--- config.mk ---
export PLATFORM = sky130hd
export DESIGN_NAME = spi_slave
export DESIGN_NICKNAME = d
export VERILOG_FILES = /design/src/rtl/spi_slave_pkg.sv /design/src/rtl/spi_slave_sync_edge.sv /design/src/rtl/spi_slave.sv
export SDC_FILE = /design/constraint.sdc
export NUM_CORES = 1
export LEC_CHECK = 0
export ABC_AREA = 1
export BUFFER_PORTS_ARGS = -buffer_cell sky130_fd_sc_hd__buf_2
export CAP_MARGIN = 10
export CORE_ASPECT_RATIO = 1.75
export CORE_MARGIN = 1
export CORE_UTILIZATION = 30
export CTS_BUF_LIST = sky130_fd_sc_hd__clkbuf_2
export DETAILED_ROUTE_END_ITERATION = 16
export PLACE_DENSITY = 0.47
export SETUP_SLACK_MARGIN = 0.4
export SLEW_MARGIN = 0
export SYNTH_ARGS = -nofsm -noshare
export SYNTH_HDL_FRONTEND = slang
export SYNTH_SLANG_ARGS = --single-unit
export TNS_END_PERCENT = 50
--- constraint.sdc ---
create_clock -name clk_i -period 1.8 [get_ports clk_i]
set_input_delay 0.09 -clock clk_i [delete_from_list [all_inputs] [get_ports clk_i]]
set_output_delay 0.09 -clock clk_i [all_outputs]
set_load 0.02 [all_outputs]
--- src/rtl/spi_slave_pkg.sv ---
// Shared SPI definitions: mode codes, byte width and edge-selection helpers.
// Also used by spi_master so both ends agree on what each mode means.
package spi_slave_pkg;

    localparam int unsigned SPI_BYTE_W = 8;

    typedef enum logic [1:0] {
        ModeZeroZero = 2'b00,
        ModeZeroOne  = 2'b01,
        ModeOneZero  = 2'b10,
        ModeOneOne   = 2'b11
    } spi_mode_e;

    typedef enum logic {
        StIdle,
        StActive
    } spi_slave_state_e;

    function automatic spi_mode_e mode_of(input logic cpol, input logic cpha);
        return spi_mode_e'({cpol, cpha});
    endfunction

    // Modes 0 and 3 sample on the rising edge; modes 1 and 2 on the falling edge.
    function automatic logic sample_on_rise(input spi_mode_e mode);
        return (mode == ModeZeroZero) || (mode == ModeOneOne);
    endfunction

endpackage

--- src/rtl/spi_slave_sync_edge.sv ---
// Multi-flop synchroniser for an asynchronous input plus registered rise/fall pulses.
module spi_slave_sync_edge #(
    parameter int unsigned SYNC_STAGES = 2,
    parameter logic        RESET_VAL   = 1'b0
) (
    input  logic clk_i,
    input  logic rst_i,
    input  logic d_i,
    output logic rise_o,
    output logic fall_o
);

    logic [SYNC_STAGES-1:0] r_sync;
    logic                   r_prev;
    logic                   r_rise;
    logic                   r_fall;

    always_ff @(posedge clk_i) begin
        if (rst_i) begin
            r_sync <= {SYNC_STAGES{RESET_VAL}};
            r_prev <= RESET_VAL;
            r_rise <= 1'b0;
            r_fall <= 1'b0;
        end else begin
            r_sync <= {r_sync[SYNC_STAGES-2:0], d_i};
            r_prev <= r_sync[SYNC_STAGES-1];
            r_rise <= r_sync[SYNC_STAGES-1] & ~r_prev;
            r_fall <= ~r_sync[SYNC_STAGES-1] & r_prev;
        end
    end

    assign rise_o = r_rise;
    assign fall_o = r_fall;

endmodule

--- src/rtl/spi_slave.sv ---
// Byte-oriented SPI slave: oversampled bus inputs, full-duplex shift registers,
// one-byte TX holding buffer and an RX byte strobe towards local logic.
module spi_slave
    import spi_slave_pkg::*;
#(
    parameter bit                    clkPolarity = 1'b0,
    parameter bit                    clkPhase    = 1'b0,
    parameter int unsigned           SYNC_STAGES = 2,
    parameter logic [SPI_BYTE_W-1:0] DEFAULT_TX  = 8'hFF
) (
    input  logic                  clk_i,
    input  logic                  rst_i,
    input  logic                  cs_i,
    input  logic                  spiClk_i,
    input  logic                  mosi_i,
    output logic                  miso_o,
    output logic                  miso_oe_o,
    input  logic [SPI_BYTE_W-1:0] tx_data_i,
    input  logic                  tx_valid_i,
    output logic                  tx_ready_o,
    output logic [SPI_BYTE_W-1:0] rx_data_o,
    output logic                  rx_valid_o,
    output logic                  tx_underrun_o,
    output logic                  busy_o
);

    localparam spi_mode_e Mode       = mode_of(clkPolarity, clkPhase);
    localparam bit        SampleRise = sample_on_rise(Mode);

    logic w_clk_rise, w_clk_fall, w_cs_rise, w_cs_fall;
    logic w_sample, w_shift, w_tx_write, w_last_bit, w_load, w_mosi;
    logic [SPI_BYTE_W-1:0] w_load_byte, w_rx_next;

    spi_slave_state_e      r_state;
    logic [SYNC_STAGES-1:0] r_mosi_sync;
    logic [2:0]            r_bit_cnt;
    logic [SPI_BYTE_W-1:0] r_rx_shift, r_tx_shift, r_buf, r_rx_data;
    logic                  r_buf_full, r_miso, r_miso_oe, r_rx_valid, r_underrun, r_busy;

    spi_slave_sync_edge #(
        .SYNC_STAGES (SYNC_STAGES),
        .RESET_VAL   (clkPolarity)
    ) u_clk_sync (
        .clk_i  (clk_i),
        .rst_i  (rst_i),
        .d_i    (spiClk_i),
        .rise_o (w_clk_rise),
        .fall_o (w_clk_fall)
    );

    spi_slave_sync_edge #(
        .SYNC_STAGES (SYNC_STAGES),
        .RESET_VAL   (1'b1)
    ) u_cs_sync (
        .clk_i  (clk_i),
        .rst_i  (rst_i),
        .d_i    (cs_i),
        .rise_o (w_cs_rise),
        .fall_o (w_cs_fall)
    );

    always_ff @(posedge clk_i) begin
        if (rst_i) begin
            r_mosi_sync <= '0;
        end else begin
            r_mosi_sync <= {r_mosi_sync[SYNC_STAGES-2:0], mosi_i};
        end
    end

    always_comb begin
        w_mosi      = r_mosi_sync[SYNC_STAGES-1];
        w_sample    = SampleRise ? w_clk_rise : w_clk_fall;
        w_shift     = SampleRise ? w_clk_fall : w_clk_rise;
        w_tx_write  = tx_valid_i & ~r_buf_full;
        w_load_byte = r_buf_full ? r_buf : DEFAULT_TX;
        w_rx_next   = {r_rx_shift[SPI_BYTE_W-2:0], w_mosi};
        w_last_bit  = (r_bit_cnt == 3'd7);
        // A byte start never fires on the clock where CS goes away, so the buffer survives.
        if (r_state == StIdle) begin
            w_load = w_cs_fall & ~clkPhase;
        end else if (w_cs_rise) begin
            w_load = 1'b0;
        end else if (!clkPhase) begin
            w_load = w_sample & w_last_bit;
        end else begin
            w_load = w_shift & (r_bit_cnt == 3'd0);
        end
    end

    always_ff @(posedge clk_i) begin
        if (rst_i) begin
            r_state    <= StIdle;
            r_bit_cnt  <= '0;
            r_rx_shift <= '0;
            r_tx_shift <= '0;
            r_buf      <= '0;
            r_buf_full <= 1'b0;
            r_rx_data  <= '0;
            r_rx_valid <= 1'b0;
            r_underrun <= 1'b0;
            r_miso     <= 1'b0;
            r_miso_oe  <= 1'b0;
            r_busy     <= 1'b0;
        end else begin
            r_rx_valid <= 1'b0;
            r_underrun <= w_load & ~r_buf_full;
            if (w_tx_write) begin
                r_buf <= tx_data_i;
            end
            // Consumption sees the pre-write state; a same-clock write stays for the next byte.
            r_buf_full <= w_tx_write | (r_buf_full & ~w_load);

            unique case (r_state)
                StIdle: begin
                    r_miso    <= 1'b0;
                    r_miso_oe <= 1'b0;
                    r_busy    <= 1'b0;
                    r_bit_cnt <= '0;
                    if (w_cs_fall) begin
                        r_state   <= StActive;
                        r_miso_oe <= 1'b1;
                        r_busy    <= 1'b1;
                        if (w_load) begin
                            r_tx_shift <= w_load_byte;
                            r_miso     <= w_load_byte[SPI_BYTE_W-1];
                        end
                    end
                end
                StActive: begin
                    if (w_sample) begin
                        r_rx_shift <= w_rx_next;
                        r_bit_cnt  <= r_bit_cnt + 3'd1;
                        if (w_last_bit) begin
                            r_rx_data  <= w_rx_next;
                            r_rx_valid <= 1'b1;
                        end
                    end
                    // CPHA=0 keeps the bit on the wire in tx_shift[7]; CPHA=1 keeps the next bit there.
                    if (w_load && !clkPhase) begin
                        r_tx_shift <= w_load_byte;
                        r_miso     <= w_load_byte[SPI_BYTE_W-1];
                    end else if (w_shift) begin
                        if (!clkPhase) begin
                            if (r_bit_cnt != 3'd0) begin
                                r_miso     <= r_tx_shift[SPI_BYTE_W-2];
                                r_tx_shift <= {r_tx_shift[SPI_BYTE_W-2:0], 1'b0};
                            end
                        end else if (w_load) begin
                            r_miso     <= w_load_byte[SPI_BYTE_W-1];
                            r_tx_shift <= {w_load_byte[SPI_BYTE_W-2:0], 1'b0};
                        end else begin
                            r_miso     <= r_tx_shift[SPI_BYTE_W-1];
                            r_tx_shift <= {r_tx_shift[SPI_BYTE_W-2:0], 1'b0};
                        end
                    end
                    if (w_cs_rise) begin
                        r_state   <= StIdle;
                        r_bit_cnt <= '0;
                        r_miso    <= 1'b0;
                        r_miso_oe <= 1'b0;
                        r_busy    <= 1'b0;
                    end
                end
            endcase
        end
    end

    assign miso_o        = r_miso;
    assign miso_oe_o     = r_miso_oe;
    assign tx_ready_o    = ~r_buf_full;
    assign rx_data_o     = r_rx_data;
    assign rx_valid_o    = r_rx_valid;
    assign tx_underrun_o = r_underrun;
    assign busy_o        = r_busy;

endmodule

* After elaboration in Yosys (flattened, before gate mapping)
Cells that the tools add are included.
** Operators by class
- Add/subtract/negate cells :: 1
- Eq/ne operators :: 9
- Mux-type cells :: 25
- Bitwise gates (word level) :: 17
- Reduce and logical (&&, ||, !) cells :: 6
** Operators with widths (number)
- $mux W7 :: 5
- $pmux W7 S2 :: 1
- $mux W1 :: 12
- $and A1 B1 Y1 :: 8
- $mux W8 :: 1
- $ne A4 B2 Y1 const B :: 2
- $not A1 Y1 :: 8
- $mux W3 :: 2
- $ne A3 B2 Y1 const B :: 2
- $pmux W1 S2 :: 3
- $pmux W3 S2 :: 1
- $ne A2 B1 Y1 const B :: 2
- $reduce_and A2 Y1 :: 2
- $reduce_and A4 Y1 :: 1
- $add A3 B1 Y3 const B :: 1
- $eq A3 B3 Y1 const B :: 1
- $ne A3 B1 Y1 const B :: 1
- $reduce_and A3 Y1 :: 1
- $reduce_bool A3 Y1 :: 1
- $reduce_or A3 Y1 :: 1
- $ne A2 B2 Y1 const B :: 1
- $or A1 B1 Y1 :: 1
** Word-level totals
- Flip-flop bits (word level) :: 51
- Bits of input ports :: 14
- Output and inout bits :: 14
- Word-level logic and storage cells :: 78

* Logic depth before layout (Yosys ltp)
- Word-level depth :: 7
- Gate-level depth with buffers :: 10
- Mapped depth without buffers :: 9

* By module
From an unflattened synthesis, not the netlist that was laid out.
** Second synthesis, totals
- Cells, all modules :: 258
- Area, all modules :: 1925.6 µm²
** Modules (own cells, without submodules)
- spi_slave :: times used 1, cells each 229, area an instance 1646.6 µm², seq. area each 820.8 µm²
- spi_slave_sync_edge at u_clk_sync :: times used 1, cells each 15, area an instance 140.1 µm², seq. area each 100.1 µm²
- spi_slave_sync_edge at u_cs_sync :: times used 1, cells each 14, area an instance 138.9 µm², seq. area each 100.1 µm²

* Worst setup path before layout
OpenSTA, ideal clock, no wires.
- Path kind :: register to register
- Start :: register r_bit_cnt[0]
- End :: register r_tx_shift[3]
- Setup time :: 113 ps
- Arrival time :: 1224 ps
- Data required time :: 1687 ps
- Setup slack :: 464 ps
- Cell stages (with the launch flop) :: 10
- Path buffers :: 1
- Clock period less this slack :: 1336 ps
- Cells stage by stage :: dfxtp_1 ha_1 ha_1 nand3_2 nand3_2 nand2_2 buf_6 nand2_1 nand2_1 nor2_1
** Between the ends
- Cells in the longest elaborated chain, start to end :: 6
- Elaborated cells on any way between the ends :: 11
- Those cells by class :: eq/ne (4); mux (4); bitwise (1); reduce/logical (2)
** RTL lines
- start: declaration :: line spi_slave.sv:36 : logic [2:0] r_bit_cnt;
- start signal: assignment :: line spi_slave.sv:132 : r_bit_cnt <= r_bit_cnt + 3'd1;
- $eq A3 B3 Y1 (*) :: line spi_slave.sv:77 : w_last_bit = (r_bit_cnt == 3'd7);
- via w_last_bit :: line spi_slave.sv:31 : logic w_sample, w_shift, w_tx_write, w_last_bit, w_load, w_mosi;
- $and A1 B1 Y1 (*) :: line spi_slave.sv:84 : w_load = w_sample & w_last_bit;
- $mux W1 (*) :: line spi_slave.sv:81 : end else if (w_cs_rise) begin
- $mux W1 (*) :: line spi_slave.sv:79 : if (r_state == StIdle) begin
- $ne A3 B2 Y1 (no source line) (tied with other cells)
- $reduce_and A4 Y1 (no source line) or $pmux W7 S2 (tied branches)
- end signal: assignment :: line spi_slave.sv:124 : r_tx_shift <= w_load_byte;
- end signal: assignment :: line spi_slave.sv:140 : r_tx_shift <= w_load_byte;
- end signal: assignment :: line spi_slave.sv:146 : r_tx_shift <= {r_tx_shift[SPI_BYTE_W-2:0], 1'b0};
- end: declaration :: line spi_slave.sv:37 : logic [SPI_BYTE_W-1:0] r_rx_shift, r_tx_shift, r_buf, r_rx_data;
The timed path passes the listed nets; every way through them passes the cells marked *.
A chain may end at the register's enable or synchronous reset.

* Worst setup path in the final report
- Start :: register r_bit_cnt[1]
- End :: register r_tx_shift[1]
Same word-level chain as after synthesis.

==> flow_metrics.py <==
metrics = {
    "routing": {
        "dr.first_iter.drc_count": 89,
        "firstDrtPassIters": 4,
        "routed_wirelength_um": 4360,
        "num_vias": 1703,
        "route.antenna.remaining_nets": 0,
        "wl_per_cell_um": 11.2,
        "vias_per_cell": 4.39,
        "drcViolationCount": 0,
    },
    "clock_network": {
        "cts_num_sinks": 51,
        "clkTransAtPathRegs_ns": 0.24,
        "clk_latency_ns": 0.42,
        "root_buffer": "clkbuf_2",
        "tritoncts": "built",
        "cts.htree.levels": 2,
        "cts_made_buffers": 5,
        "cts_buffer_depth": 2,
    },
    "synthesis": {
        "ys_seq_area_share_pct": 51.9,
        "yosys.area_share.adder_pct": 1.91,
        "async_reset_ff_share_pct": 0,
        "ys_ff_latch": 51,
        "synth_edf_count": 0,
        "syn_area_um2": 1970,
        "synth_cell_types": 26,
        "synth-compound-area-share_pct": 8.27,
        "yosys_warnings": 0,
        "yosys.area_share.simple_pct": 29.7,
        "synth-main-ff-cell": "dfxtp_1",
        "synth_area_per_cell_um2": 7.54,
        "synthMuxAreaShare_pct": 0,
        "syn_nets": 278,
        "synth_top_family_by_area": "simple AND/OR/NAND/NOR gates",
        "synth_cells": 261,
        "synth_xor_area_share_pct": 0,
    },
    "power": {
        "power.leakage_nw": 1.13,
        "ir_drop_v": 0.000301,
        "power_mw": 1.84,
        "power_density_nw_per_um2": 735,
    },
    "setup_path": {
        "crit_family": "simple AND/OR/NAND/NOR gates",
        "crit_required_ns": 2.19,
        "crit_buf_inv": 0,
        "worstPathArrival_ns": 1.73,
        "max_stage_delay_ns": 0.40,
        "cp_cell_sequence": "ha_4 -> ha_4 -> nand2_2 -> nor2_4 -> nor2_4 -> nand2_1 -> nand2_1 -> nor2_2 -> nor2_1",
        "cp-end-kind": "register",
        "critPathSlowestCell": "dfxtp_2",
        "crit_fanout": 7,
        "critPathLaunchType": "register",
        "reg2reg_slack_ns": 0.46,
        "path_class": "reg -> reg",
    },
    "hold_path": {
        "hold_class": "in -> reg",
    },
    "final_layout": {
        "instances_no_fill": 388,
        "drive_gt1_share_pct": 24.4,
        "fin_nets": 324,
        "nFillCells": 713,
        "regArea_um2": 1030,
        "num_antenna_cells": 0,
        "area_delta_synth_final_pct": 27.0,
        "multiInputGateArea_um2": 908,
    },
    "sta": {
        "final_min_period_over_clock_period_pct": 74.7,
        "slew-limit-headroom_pct": 83.7,
        "rsz0062_at_grt": "true",
        "report.final.slew_viol_count": 0,
        "skew_ns": 0.0121,
        "tns_ns": 0,
        "worstMarginPinSlew_ns": 0.244,
        "setup_viol": 0,
        "finalHoldViolCount": 0,
        "hold_slack_ns": 0.390,
        "min_period_ns": 1.34,
        "max_freq_ghz": 0.744,
        "finalWorstSetupSlack_ns": 0.455,
    },
    "placed_design": {
        "pre_cts_slack_ns": 0.310,
        "dp.cells": 362,
        "io_buffer_count": 27,
        "gp_congestion": 0.728,
        "dp_hpwl_um": 2880,
    },
    "global_routing": {
        "antenna_found_initial": 0,
        "first_global_vias": 1652,
        "grt_pass1_wl_um": 7310,
        "grt.total_usage_pct": 13.6,
        "grt_overflow_total": 0,
        "grt_max_degree": 21,
    },
    "flow_run": {
        "drv_cap": 0,
    },
    "floorplanning": {
        "die_h_um": 109,
        "die_area_um2": 6900,
        "dieWidth_um": 63.2,
        "start_util_pct": 31.3,
        "rows": 38,
        "io-pin-count": 28,
        "core_area_um2": 6280,
    },
    "run_status": {
        "status": "completed",
    },
}
state kept, by name, summed over array words and instances, names as in the netlist, 2 cells and up:
| register | flops |
|---|---|
| r_buf | 8 |
| rx_data_o | 8 |
| r_rx_shift | 7 |
| r_tx_shift | 7 |
| r_bit_cnt | 3 |
| r_mosi_sync | 2 |
| u_clk_sync.r_sync | 2 |
| u_cs_sync.r_sync | 2 |
worst paths after layout:
| path | start | to | cells after the start |
|---|---|---|---|
| max | r_bit_cnt[1]$_SDFFE_PP0P_ | r_tx_shift[1]$_SDFFE_PP0P_ | 9 |
| min | cs_i | u_cs_sync.r_sync[0]$_SDFF_PP1_ | 3 |
| max reg2reg | r_bit_cnt[1]$_SDFFE_PP0P_ | r_tx_shift[1]$_SDFFE_PP0P_ | 9 |
| min reg2reg | r_mosi_sync[0]$_SDFF_PP0_ | r_mosi_sync[1]$_SDFF_PP0_ | 2 |
synth_stat cells, types with 2 or more instances:
cell type / count / area share [%]
nand2_2: 3 / 0.95
nand2_1: 61 / 12
inv_2: 3 / 0.57
clkbuf_1: 3 / 0.57
buf_2: 2 / 0.51
buf_6: 2 / 1.1
nor2_1: 57 / 11
o21ai_0: 21 / 5.3
nand4_1: 2 / 0.64
nand3_1: 9 / 2.3
ha_1: 3 / 1.9
nor3_1: 3 / 0.76
dfxtp_1: 51 / 52
inv_1: 21 / 4.0
nand3_2: 2 / 1.0
buf_4: 2 / 0.76
a21oi_1: 6 / 1.5
or2_2: 2 / 0.64
cells by family (layout without fill, tap and decap cells):
group / Yosys count / in the layout
flip-flops: 51 / 51
AND/OR/NAND/NOR: 141 / 142
AO/OA/AOI/OAI: 31 / 31
buffers and inverters: 35 / 81
adder cells (fa/ha/maj): 3 / 3
power breakdown:
part	switching (mW)	internal, mW
sequential	0.0223	1.17
combinational	0.113	0.0884
clock	0.348	0.0935
what timing repair did:
| action | CTS | global route |
|---|---|---|
| hold buffers | 13 | 0 |
| cloned | 0 | 1 |
| pin swaps | 0 | 16 |
| endpoints found under the hold margin | 18 | 0 |
| endpoints found under the setup margin | 16 | 26 |
| resized for setup | 9 | 25 |
| setup buffers | 0 | 4 |
cells in the final DEF, fill, tap and decap left out, types with 2 or more instances in the layout:
cell type	instances
nand2_1	54
ha_4	3
nor2_2	2
inv_1	19
a21oi_1	5
buf_4	7
dlygate4sd3_1	13
or2_2	2
nor3_1	3
clkinv_1	2
nor2_4	2
o21ai_0	21
dfxtp_2	3
nor2_1	54
nand4_1	2
buf_2	27
nand2_2	6
nand2_4	5
inv_2	5
dfxtp_1	47
nand3_1	9
clkbuf_2	6
worst register-to-register path, cell delays in order (launching register included):
cell     delay (ns)
dfxtp_2        0.40
ha_4           0.16
ha_4           0.18
nand2_2        0.09
nor2_4         0.04
nor2_4         0.18
nand2_1        0.08
nand2_1        0.08
nor2_2         0.04
nor2_1         0.07
cell type report:
class                   count  share of cell area [%]
clock buffers               6                    1.20
clock inverters             2                   0.300
inverters                  26                    4.26
multi-input cells         176                    36.4
flip-flops and latches     51                    41.2
well taps                  80                    4.01
repair buffers             47                    12.7
layer usage:
layer,track usage [%],share of wire (%),up-vias,wire length (µm)
li1,-,-,898,-
met1,14.5,42,774,1840
met2,24.9,53,21,2310
met3,2.72,2.1,10,93
met4,7.31,2.7,0,116
met5,0,0,-,0
metrics by stage:
step | cell area (µm²) | util (%)
after floorplan | 1970 | -
after global placement | 2170 | 34.5
after detailed placement | 2170 | 34.5
after CTS | 2360 | 37.6
after global routing | 2500 | 39.8
final | 2500 | 39.8
Note: power is estimated with default switching activity, not from simulation.
